===== src/rtl/coil_ctrl_pkg.sv =====
// coil_ctrl_pkg: shared state type, current-format constants and the
// ADC-code-to-magnitude helper used by the coil PWM sequencer.
package coil_ctrl_pkg;

  typedef enum logic [2:0] {
    IDLE      = 3'd0,
    ON        = 3'd1,
    OFF       = 3'd2,
    OFF_DRAIN = 3'd3,
    FAULT     = 3'd4
  } coil_state_e;

  // ADC code that represents zero coil current; larger current gives a smaller code
  localparam logic [11:0] I_ZERO_CODE = 12'h7FF;

  // Current scaling of all setpoints and estimates
  localparam int unsigned DN_PER_AMP = 205;

  // Convert an ADC-format current code into an unsigned magnitude
  function automatic logic [11:0] adc_to_mag(input logic [11:0] code);
    return code ^ I_ZERO_CODE;
  endfunction

endpackage


===== src/rtl/coil_phase_timer.sv =====
// coil_phase_timer: saturating phase timer for the coil PWM sequencer.
// Clears on request, otherwise counts up and sticks at all-ones.
// Provides terminal compares for the blanking, max-on and min-off limits.
// COIL_PWM_SEQUENCER_STATS_EN additionally exposes the raw count.
module coil_phase_timer
  import coil_ctrl_pkg::*;
#(
  parameter int CNT_W   = 12,
  parameter int MIN_ON  = 8,
  parameter int MAX_ON  = 480,
  parameter int MIN_OFF = 16
) (
  input  logic             clk,
  input  logic             reset,
  input  logic             clear,
  output logic             min_on_done,
  output logic             max_on_done,
  output logic             min_off_done
`ifdef COIL_PWM_SEQUENCER_STATS_EN
  ,
  output logic [CNT_W-1:0] count
`endif
);

  localparam logic [CNT_W-1:0] MIN_ON_TC  = CNT_W'(MIN_ON - 1);
  localparam logic [CNT_W-1:0] MAX_ON_TC  = CNT_W'(MAX_ON - 1);
  localparam logic [CNT_W-1:0] MIN_OFF_TC = CNT_W'(MIN_OFF - 1);
  localparam logic [CNT_W-1:0] CNT_MAX    = {CNT_W{1'b1}};
  localparam logic [CNT_W-1:0] CNT_ONE    = {{(CNT_W-1){1'b0}}, 1'b1};

  logic [CNT_W-1:0] count_r;

  // Phase timer: clear on phase entry, count up, saturate instead of wrapping
  always_ff @(posedge clk) begin
    if (reset) begin
      count_r <= {CNT_W{1'b0}};
    end else if (clear) begin
      count_r <= {CNT_W{1'b0}};
    end else if (count_r != CNT_MAX) begin
      count_r <= count_r + CNT_ONE;
    end else begin
      count_r <= count_r;
    end
  end

  assign min_on_done  = (count_r >= MIN_ON_TC);
  assign max_on_done  = (count_r == MAX_ON_TC);
  assign min_off_done = (count_r >= MIN_OFF_TC);

`ifdef COIL_PWM_SEQUENCER_STATS_EN
  assign count = count_r;
`endif

endmodule


===== src/rtl/coil_pwm_sequencer.sv =====
// coil_pwm_sequencer: hysteretic peak/valley current-mode controller.
// Switches the coil on until the estimated current reaches the peak
// setpoint and off until it decays to the valley setpoint, honouring
// blanking, max-on and min-off limits and latching an overcurrent fault.
// COIL_PWM_SEQUENCER_STATS_EN adds pulse_count and last_on_cycles outputs.
module coil_pwm_sequencer
  import coil_ctrl_pkg::*;
#(
  parameter int MIN_ON  = 8,
  parameter int MAX_ON  = 480,
  parameter int MIN_OFF = 16,
  parameter int CNT_W   = 12
) (
  input  logic             clk,
  input  logic             reset,
  input  logic             enable,
  input  logic [11:0]      ipeak,
  input  logic [11:0]      ivalley,
  input  logic [11:0]      ifault,
  input  logic [11:0]      iest_coil,
  output logic             pwm,
  output logic             busy,
  output logic             fault,
  output logic             maxon_hit
`ifdef COIL_PWM_SEQUENCER_STATS_EN
  ,
  output logic [15:0]      pulse_count,
  output logic [CNT_W-1:0] last_on_cycles
`endif
);

  coil_state_e state_r;
  coil_state_e state_next_s;

  logic [11:0] i_mag_s;
  logic [11:0] ipeak_r;
  logic [11:0] ivalley_eff_r;
  logic [11:0] ifault_r;
  logic        trip_s;
  logic        start_s;
  logic        maxon_take_s;
  logic        timer_clear_s;
  logic        min_on_done_s;
  logic        max_on_done_s;
  logic        min_off_done_s;
  logic        pwm_next_s;
  logic        busy_next_s;
  logic        fault_next_s;
  logic        pwm_r;
  logic        busy_r;
  logic        fault_r;
  logic        maxon_hit_r;
`ifdef COIL_PWM_SEQUENCER_STATS_EN
  logic [CNT_W-1:0] timer_s;
  logic [15:0]      pulse_count_r;
  logic [CNT_W-1:0] last_on_cycles_r;
`endif

  assign i_mag_s = adc_to_mag(iest_coil);
  assign trip_s  = (i_mag_s >= ifault_r);
  assign start_s = (state_r == IDLE) && (state_next_s == ON);

  // Timer restarts on every phase change and is held at zero while parked
  assign timer_clear_s = (state_next_s != state_r) || (state_next_s == IDLE) ||
                         (state_next_s == FAULT);

  coil_phase_timer #(
    .CNT_W   (CNT_W),
    .MIN_ON  (MIN_ON),
    .MAX_ON  (MAX_ON),
    .MIN_OFF (MIN_OFF)
  ) u_timer (
    .clk          (clk),
    .reset        (reset),
    .clear        (timer_clear_s),
    .min_on_done  (min_on_done_s),
    .max_on_done  (max_on_done_s),
    .min_off_done (min_off_done_s)
`ifdef COIL_PWM_SEQUENCER_STATS_EN
    ,
    .count        (timer_s)
`endif
  );

  // Capture setpoints at run start; an inverted window falls back to half the peak
  always_ff @(posedge clk) begin
    if (reset) begin
      ipeak_r       <= 12'h000;
      ivalley_eff_r <= 12'h000;
      ifault_r      <= 12'h000;
    end else if (start_s) begin
      ipeak_r       <= ipeak;
      ivalley_eff_r <= (ivalley >= ipeak) ? (ipeak >> 1) : ivalley;
      ifault_r      <= ifault;
    end else begin
      ipeak_r       <= ipeak_r;
      ivalley_eff_r <= ivalley_eff_r;
      ifault_r      <= ifault_r;
    end
  end

  // State register
  always_ff @(posedge clk) begin
    if (reset) begin
      state_r <= IDLE;
    end else begin
      state_r <= state_next_s;
    end
  end

  // Next-state logic: overcurrent first, then enable loss, then regulation
  always_comb begin
    state_next_s = state_r;
    maxon_take_s = 1'b0;
    case (state_r)
      IDLE: begin
        if (enable) begin
          state_next_s = ON;
        end else begin
          state_next_s = IDLE;
        end
      end
      ON: begin
        if (trip_s) begin
          state_next_s = FAULT;
        end else if (!enable) begin
          state_next_s = OFF_DRAIN;
        end else if (max_on_done_s) begin
          state_next_s = OFF;
          maxon_take_s = 1'b1;
        end else if (min_on_done_s && (i_mag_s >= ipeak_r)) begin
          state_next_s = OFF;
        end else begin
          state_next_s = ON;
        end
      end
      OFF: begin
        if (trip_s) begin
          state_next_s = FAULT;
        end else if (!enable) begin
          state_next_s = OFF_DRAIN;
        end else if (min_off_done_s && (i_mag_s <= ivalley_eff_r)) begin
          state_next_s = ON;
        end else begin
          state_next_s = OFF;
        end
      end
      OFF_DRAIN: begin
        if (trip_s) begin
          state_next_s = FAULT;
        end else if (min_off_done_s && (i_mag_s == 12'h000)) begin
          state_next_s = IDLE;
        end else begin
          state_next_s = OFF_DRAIN;
        end
      end
      FAULT: begin
        if (!enable) begin
          state_next_s = IDLE;
        end else begin
          state_next_s = FAULT;
        end
      end
      default: begin
        state_next_s = IDLE;
      end
    endcase
  end

  // Output decode of the upcoming state so registered outputs line up with it
  always_comb begin
    pwm_next_s   = 1'b0;
    busy_next_s  = 1'b0;
    fault_next_s = 1'b0;
    case (state_next_s)
      ON: begin
        pwm_next_s  = 1'b1;
        busy_next_s = 1'b1;
      end
      OFF, OFF_DRAIN: begin
        busy_next_s = 1'b1;
      end
      FAULT: begin
        fault_next_s = 1'b1;
      end
      default: begin
        pwm_next_s = 1'b0;
      end
    endcase
  end

  // Output registers
  always_ff @(posedge clk) begin
    if (reset) begin
      pwm_r       <= 1'b0;
      busy_r      <= 1'b0;
      fault_r     <= 1'b0;
      maxon_hit_r <= 1'b0;
    end else begin
      pwm_r       <= pwm_next_s;
      busy_r      <= busy_next_s;
      fault_r     <= fault_next_s;
      maxon_hit_r <= maxon_take_s;
    end
  end

  assign pwm       = pwm_r;
  assign busy      = busy_r;
  assign fault     = fault_r;
  assign maxon_hit = maxon_hit_r;

`ifdef COIL_PWM_SEQUENCER_STATS_EN
  // Count on-pulses per run and record the length of every on-phase
  always_ff @(posedge clk) begin
    if (reset) begin
      pulse_count_r    <= 16'h0000;
      last_on_cycles_r <= {CNT_W{1'b0}};
    end else begin
      if (start_s) begin
        pulse_count_r <= 16'h0001;
      end else if ((state_r == OFF) && (state_next_s == ON) &&
                   (pulse_count_r != 16'hFFFF)) begin
        pulse_count_r <= pulse_count_r + 16'h0001;
      end else begin
        pulse_count_r <= pulse_count_r;
      end
      if ((state_r == ON) && (state_next_s != ON)) begin
        last_on_cycles_r <= timer_s;
      end else begin
        last_on_cycles_r <= last_on_cycles_r;
      end
    end
  end

  assign pulse_count    = pulse_count_r;
  assign last_on_cycles = last_on_cycles_r;
`endif

endmodule


===== config.mk =====
export PLATFORM = sky130hd
export DESIGN_NAME = coil_pwm_sequencer
export DESIGN_NICKNAME = d
export VERILOG_FILES = /design/src/rtl/coil_ctrl_pkg.sv /design/src/rtl/coil_phase_timer.sv /design/src/rtl/coil_pwm_sequencer.sv
export SDC_FILE = /design/constraint.sdc
export NUM_CORES = 1
export LEC_CHECK = 0
export BUFFER_PORTS_ARGS = -buffer_cell sky130_fd_sc_hd__buf_4
export CAP_MARGIN = 40
export CORE_MARGIN = 2
export CORE_UTILIZATION = 50
export CTS_CLUSTER_SIZE = 20
export DETAILED_ROUTE_END_ITERATION = 7
export MAX_ROUTING_LAYER = met4
export PLACE_DENSITY = 0.71
export SETUP_SLACK_MARGIN = 0.3
export SYNTH_ARGS = -nofsm -noshare
export SYNTH_HDL_FRONTEND = slang
export SYNTH_SLANG_ARGS = --single-unit

===== constraint.sdc =====
create_clock -name clk -period 3.2 [get_ports clk]
set_clock_uncertainty 0.1 [all_clocks]
set_input_delay 0.64 -clock clk [delete_from_list [all_inputs] [get_ports clk]]
set_output_delay 0.64 -clock clk [all_outputs]
set_load 0.005 [all_outputs]

### Yosys cells after proc, flatten, opt, wreduce, memory -nomap -nowiden

Cells that the tools add are included.

* bits in registers: 55
* output and inout bits: 4
* word-level logic and storage cells: 59

* add/sub/neg operators: 1
* order comparisons: 6
* equal/unequal tests: 11
* muxes and demuxes: 17
* bitwise gates (word level): 3
* reduce and logical (&&, ||, !) cells: 12

Operators with widths (number)
* $ge 12x12->1: 3
* $pmux 3 s5: 1
* $add 12x1->12 const B: 1
* $eq 12x9->1 const B: 1
* $eq 3x2->1 const B: 4
* $ge 12x3->1 const B: 1
* $ge 12x4->1 const B: 1
* $le 12x12->1: 1
* $logic_not 12->1: 1
* $mux 12: 1
* $mux 2: 6
* $mux 3: 4
* $ne 12x12->1 const B: 1
* $not 11->11: 1
* $eq 3x1->1 const B: 2
* $eq 3x3->1 const B: 2
* $logic_not 3->1: 2
* $mux 1: 5
* $logic_and 1x1->1: 4
* $reduce_or 4->1: 1
* $ne 3x3->1: 1
* $reduce_or 3->1: 1
* $logic_or 1x1->1: 2
* $not 1->1: 2
* $reduce_or 2->1: 1

### Longest topological paths before layout

* depth after elaboration: 12
* mapped depth: 11
* mapped depth without buffers: 10

### By module

Synthesis repeated with hierarchy kept, for this count alone.

* cells, all modules: 467
* area total of the unflattened synthesis: 3651.0 um2

By module, submodules not included
* coil_pwm_sequencer: instances 1, cells an instance 395, area an instance 3014.1 um2, seq. area each 860.8 um2
* coil_phase_timer: instances 1, cells an instance 72, area an instance 636.9 um2, seq. area each 240.2 um2

### Least setup slack after synthesis

OpenSTA, ideal clock, no wires.

* kind: input port to flip-flop
* start point: input iest_coil[10]
* end point: register u_timer.count_r[11]
* setup time: 0.123 ns
* arrival: 2.572 ns
* required time: 2.977 ns
* setup slack: 0.406 ns
* stages: 10
* path buffers: 1
* cell sequence: inv_1 > ha_1 > nand4_1 > a2111oi_0 > o31ai_2 > or2_0 > a32oi_2 > mux2i_1 > buf_6 > nor3b_2

* longest elaborated chain between the ends: 12
* elaborated cells between the ends (all ways): 24
* classes of those cells: order compare (3); eq/ne (2); mux (10); bitwise (1); reduce/logical (8)

Ends and longest elaborated chain
* from (decl): line coil_pwm_sequencer.sv:20 `input logic [11:0] iest_coil,`
* $not 11->11 (no source line) *
* $ge 12x12->1: line coil_pwm_sequencer.sv:131 `end else if (min_on_done_s && (i_mag_s >= ipeak_r)) begin`
* $logic_and 1x1->1: line coil_pwm_sequencer.sv:131
* $mux 2: line coil_pwm_sequencer.sv:131
* $mux 2: line coil_pwm_sequencer.sv:128 `end else if (max_on_done_s) begin`
* $mux 2: line coil_pwm_sequencer.sv:126 `end else if (!enable) begin`
* $mux 3: line coil_pwm_sequencer.sv:124 `if (trip_s) begin`
* $pmux 3 s5 *: line coil_pwm_sequencer.sv:115 `case (state_r)`
* $ne 3x3->1 or $logic_not 3->1 (tied branches): line coil_pwm_sequencer.sv:64 `assign timer_clear_s = (state_next_s != state_r) || (state_next_s == IDLE) ||`
* $logic_or 1x1->1: line coil_pwm_sequencer.sv:64
* $logic_or 1x1->1 *: line coil_pwm_sequencer.sv:64
* $reduce_or 2->1 (no source line) *
* to (signal assigned): line coil_phase_timer.sv:38 `count_r <= {CNT_W{1'b0}};`
* to (signal assigned): line coil_phase_timer.sv:40 `count_r <= count_r + CNT_ONE;`
* to (signal assigned): line coil_phase_timer.sv:42 `count_r <= count_r;`
* to (decl): line coil_phase_timer.sv:31 `logic [CNT_W-1:0] count_r;`

Every way passes the cells marked *; elsewhere a longest branch is shown, timed or not.
A chain may end at the register's enable or synchronous reset.

### Final worst setup path

* start point: input iest_coil[0]
* end point: register u_timer.count_r[10]

The elaborated chain is that of the path after synthesis.

==> flow_metrics.py <==
metrics = {
    "die": {
        "dieHeight_um": 89.5,
        "io_pins": 55,
        "die_w_um": 89.5,
        "initial_utilization_pct": 50.9,
        "placementRows": 31,
        "die_outline_area_sq_um": 8000,
        "fp.coreArea_sq_um": 7180,
    },
    "sta": {
        "layout_min_cycle_time_ps": 2750,
        "timing.final.hold_violations": 0,
        "slew_headroom_pct": 66.9,
        "rsz0062_at_grt": "false",
        "timing.fmax_mhz": 364,
        "timing.final.setup_violations": 0,
        "min_period_over_period_pct": 85.8,
        "setup_tns_ps": 0,
        "holdWs_ps": 357,
        "tightestPinTransition_ps": 492,
        "timing.final.max_slew_violations": 0,
        "final.setup.worst_slack_ps": 454,
    },
    "yosys": {
        "post_synth_inst_count": 463,
        "post_synth_main_area_contributors": "sky130_fd_sc_hd__dfxtp_1 (30%), sky130_fd_sc_hd__ha_1 (17%), sky130_fd_sc_hd__nand2_1 (7.4%), sky130_fd_sc_hd__a21oi_1 (6.2%), sky130_fd_sc_hd__inv_1 (6.2%)",
        "ys_top_cells_by_count": "sky130_fd_sc_hd__nand2_1 (72), sky130_fd_sc_hd__inv_1 (60), sky130_fd_sc_hd__dfxtp_1 (55)",
        "synthArstFlopShare_pct": 0,
        "syn_area_sq_um": 3650,
        "ys_dominant_reg_cell": "sky130_fd_sc_hd__dfxtp_1",
        "syn_area_per_cell_sq_um": 7.89,
        "ys_ff_latch": 55,
        "synth-edff-count": 0,
        "synthMostInstantiatedCell": "sky130_fd_sc_hd__nand2_1",
        "seq_area_frac_synth_pct": 30.1,
        "yosys_warnings": 0,
        "syn-num-nets": 563,
        "yosys.area.top_type": "sky130_fd_sc_hd__dfxtp_1",
        "netlist.area_leader.share_pct": 30.1,
        "number_of_library_cell_types_mapped_by_synthesis": 52,
    },
    "worst_hold_path": {
        "min_path_type": "reg -> reg",
        "hold_path_startpoint": "ifault_r[8]$_SDFFE_PP0P_",
    },
    "worst_setup_path": {
        "crit_path_start_kind": "input port",
        "worst_setup_path_end_kind": "flop",
        "crit_fanout": 12,
        "r2r_start": "ivalley_eff_r[10]$_SDFFE_PP0P_",
        "worst-setup-path-type": "in -> reg",
        "critical_path_required_ps": 3330,
        "critPathLaunch": "iest_coil[0]",
        "cp.arrival_ps": 2880,
    },
    "placed_design": {
        "placement.cell_area_sq_um": 4100,
        "place_ws_ps": 37.5,
        "routability_congestion_estimate": 0.917,
        "hpwlAfterDp_um": 6250,
        "dp.cells": 602,
        "portBuffers": 54,
    },
    "clock_tree": {
        "cts_made_buffers": 5,
        "clkTransAtPathRegs_ps": 100,
        "cts_root_buffer": "sky130_fd_sc_hd__clkbuf_8",
        "worst_skew_pair.late_latency_ps": 310,
        "cts.hold.buffers_added": 0,
        "cts_buffer_depth": 2,
        "htree_levels": 2,
        "tritoncts_clock_tree": "done",
        "cts_num_sinks": 55,
    },
    "global_routing": {
        "grt_start_max_net_pins": 48,
        "initial_antenna_violation_count": 0,
        "grt_pass1_vias": 2889,
        "grt_use_total_pct": 21.2,
        "wire_length_of_the_first_global_routing_pass_um": 13000,
        "globalRoute.totalOverflow": 0,
    },
    "final_layout": {
        "number_of_antenna_repair_diodes": 0,
        "fin_nets": 610,
        "area_growth_syn_to_layout_pct": 17.1,
        "utilization_pct": 59.6,
        "fin_area_sq_um": 4280,
        "finish.cell_count_without_fillers": 610,
        "post_route_cells_drive_above_1_share_pct": 17.0,
    },
    "route": {
        "routed-wl-met3_um": 285,
        "detail_route.wirelength.met1_um": 3830,
        "first_iter_violations": 138,
        "wire_per_inst_um": 13.0,
        "detail_route.wirelength_um": 7930,
        "via_count": 3171,
        "drt-vias-per-instance": 5.20,
        "met2WireLength_um": 3690,
        "drtAntennaViolNets": 0,
        "drtPass1Iterations": 4,
        "drc_errors": 0,
        "highest_routed_metal_layer": "met4",
    },
    "pwr": {
        "p_leak_nw": 1.86,
        "power_mw": 1.74,
        "power_density_nw_per_um2": 407,
        "vdd_drop_max_v": 0.000174,
    },
    "run_status": {
        "result_of_the_run": "finished, final reports clean",
    },
    "job": {
        "max-cap-violations": 0,
    },
}
[placed cells by master, fill, tap and decap left out, types with 2 or more instances in the layout]
cell type,instances
sky130_fd_sc_hd__a211o_2,2
sky130_fd_sc_hd__a211oi_1,12
sky130_fd_sc_hd__a211oi_2,2
sky130_fd_sc_hd__a21o_1,3
sky130_fd_sc_hd__a21oi_1,44
sky130_fd_sc_hd__and2b_2,2
sky130_fd_sc_hd__and3_1,4
sky130_fd_sc_hd__buf_4,59
sky130_fd_sc_hd__clkbuf_8,6
sky130_fd_sc_hd__dfxtp_1,55
sky130_fd_sc_hd__ha_1,49
sky130_fd_sc_hd__inv_1,60
sky130_fd_sc_hd__mux2i_1,14
sky130_fd_sc_hd__nand2_1,72
sky130_fd_sc_hd__nand2b_1,4
sky130_fd_sc_hd__nand3_1,10
sky130_fd_sc_hd__nand3b_1,3
sky130_fd_sc_hd__nand4_1,10
sky130_fd_sc_hd__nor2_1,33
sky130_fd_sc_hd__nor2b_1,5
sky130_fd_sc_hd__nor3_1,4
sky130_fd_sc_hd__nor3b_2,2
sky130_fd_sc_hd__nor4_1,3
sky130_fd_sc_hd__o211ai_1,2
sky130_fd_sc_hd__o21a_1,2
sky130_fd_sc_hd__o21ai_0,13
sky130_fd_sc_hd__xnor2_1,6
sky130_fd_sc_hd__xor2_1,3
[sequential cells by signal (all words and copies together), names as in the netlist]
name             cells
pwm                  1
maxon_hit            1
ifault_r            12
state_r              3
u_timer.count_r     12
busy                 1
ipeak_r             12
fault                1
ivalley_eff_r       12
[critical path, cell delays in order]
cell and delay (ps):
sky130_fd_sc_hd__buf_4 130, sky130_fd_sc_hd__ha_1 280, sky130_fd_sc_hd__nand2b_1 180, sky130_fd_sc_hd__a2111oi_4 320, sky130_fd_sc_hd__a2111oi_2 100, sky130_fd_sc_hd__o31ai_2 320
sky130_fd_sc_hd__a211o_2 170, sky130_fd_sc_hd__and4_1 190, sky130_fd_sc_hd__mux2i_1 70, sky130_fd_sc_hd__buf_4 190, sky130_fd_sc_hd__nor4bb_2 280
[logic make-up after synthesis]
logic type,Yosys count,synth area share [%]
and+or+nand+nor,162,21.5
AOI/OAI and AO/OA,95,16.2
buffers and inverters,79,9.35
DFF,55,30.1
adders and majority gates,49,16.8
muxes,14,3.84
xor gates and xnor gates,9,2.16
[cell type report]
type / instances / area, sq um
Inverter: 60 / 225
Timing Repair Buffer: 59 / 443
Clock buffer: 6 / 82.6
Multi-Input combinational cell: 329 / 2260
Clock inverter: 2 / 38.8
Fill cell: 674 / 2900
Sequential cell: 55 / 1100
Tap cell: 99 / 124
[power by group]
| part | internal, mW | switching [mW] | leakage [nW] |
|---|---|---|---|
| combinational | 0.216 | 0.262 | 1.35 |
| sequential | 0.741 | 0.0346 | 0.451 |
| clock | 0.258 | 0.231 | 0.0618 |
[metal layers]
| metal | global-route usage [%] | up-vias |
|---|---|---|
| li1 | - | 1672 |
| met1 | 28.3 | 1416 |
| met2 | 33.3 | 72 |
| met3 | 3.32 | 11 |
| met4 | 6.38 | 0 |
| met5 | - | - |
[final timing paths]
path                                                          to  slack, ps  cells after the start
worst max-delay path            u_timer.count_r[10]$_SDFFE_PP0P_        450                     11
worst min-delay path                    ifault_r[8]$_SDFFE_PP0P_        360                      2
worst max register to register  u_timer.count_r[10]$_SDFFE_PP0P_        530                     10
worst min register to register          ifault_r[8]$_SDFFE_PP0P_        360                      2
[timing repair]
action | 4_1_cts | 5_1_grt
setup buffers | 0 | 0
gates resized for setup | 0 | 12
endpoints found under the setup margin | 0 | 12
(Power assumes the default switching activity.)
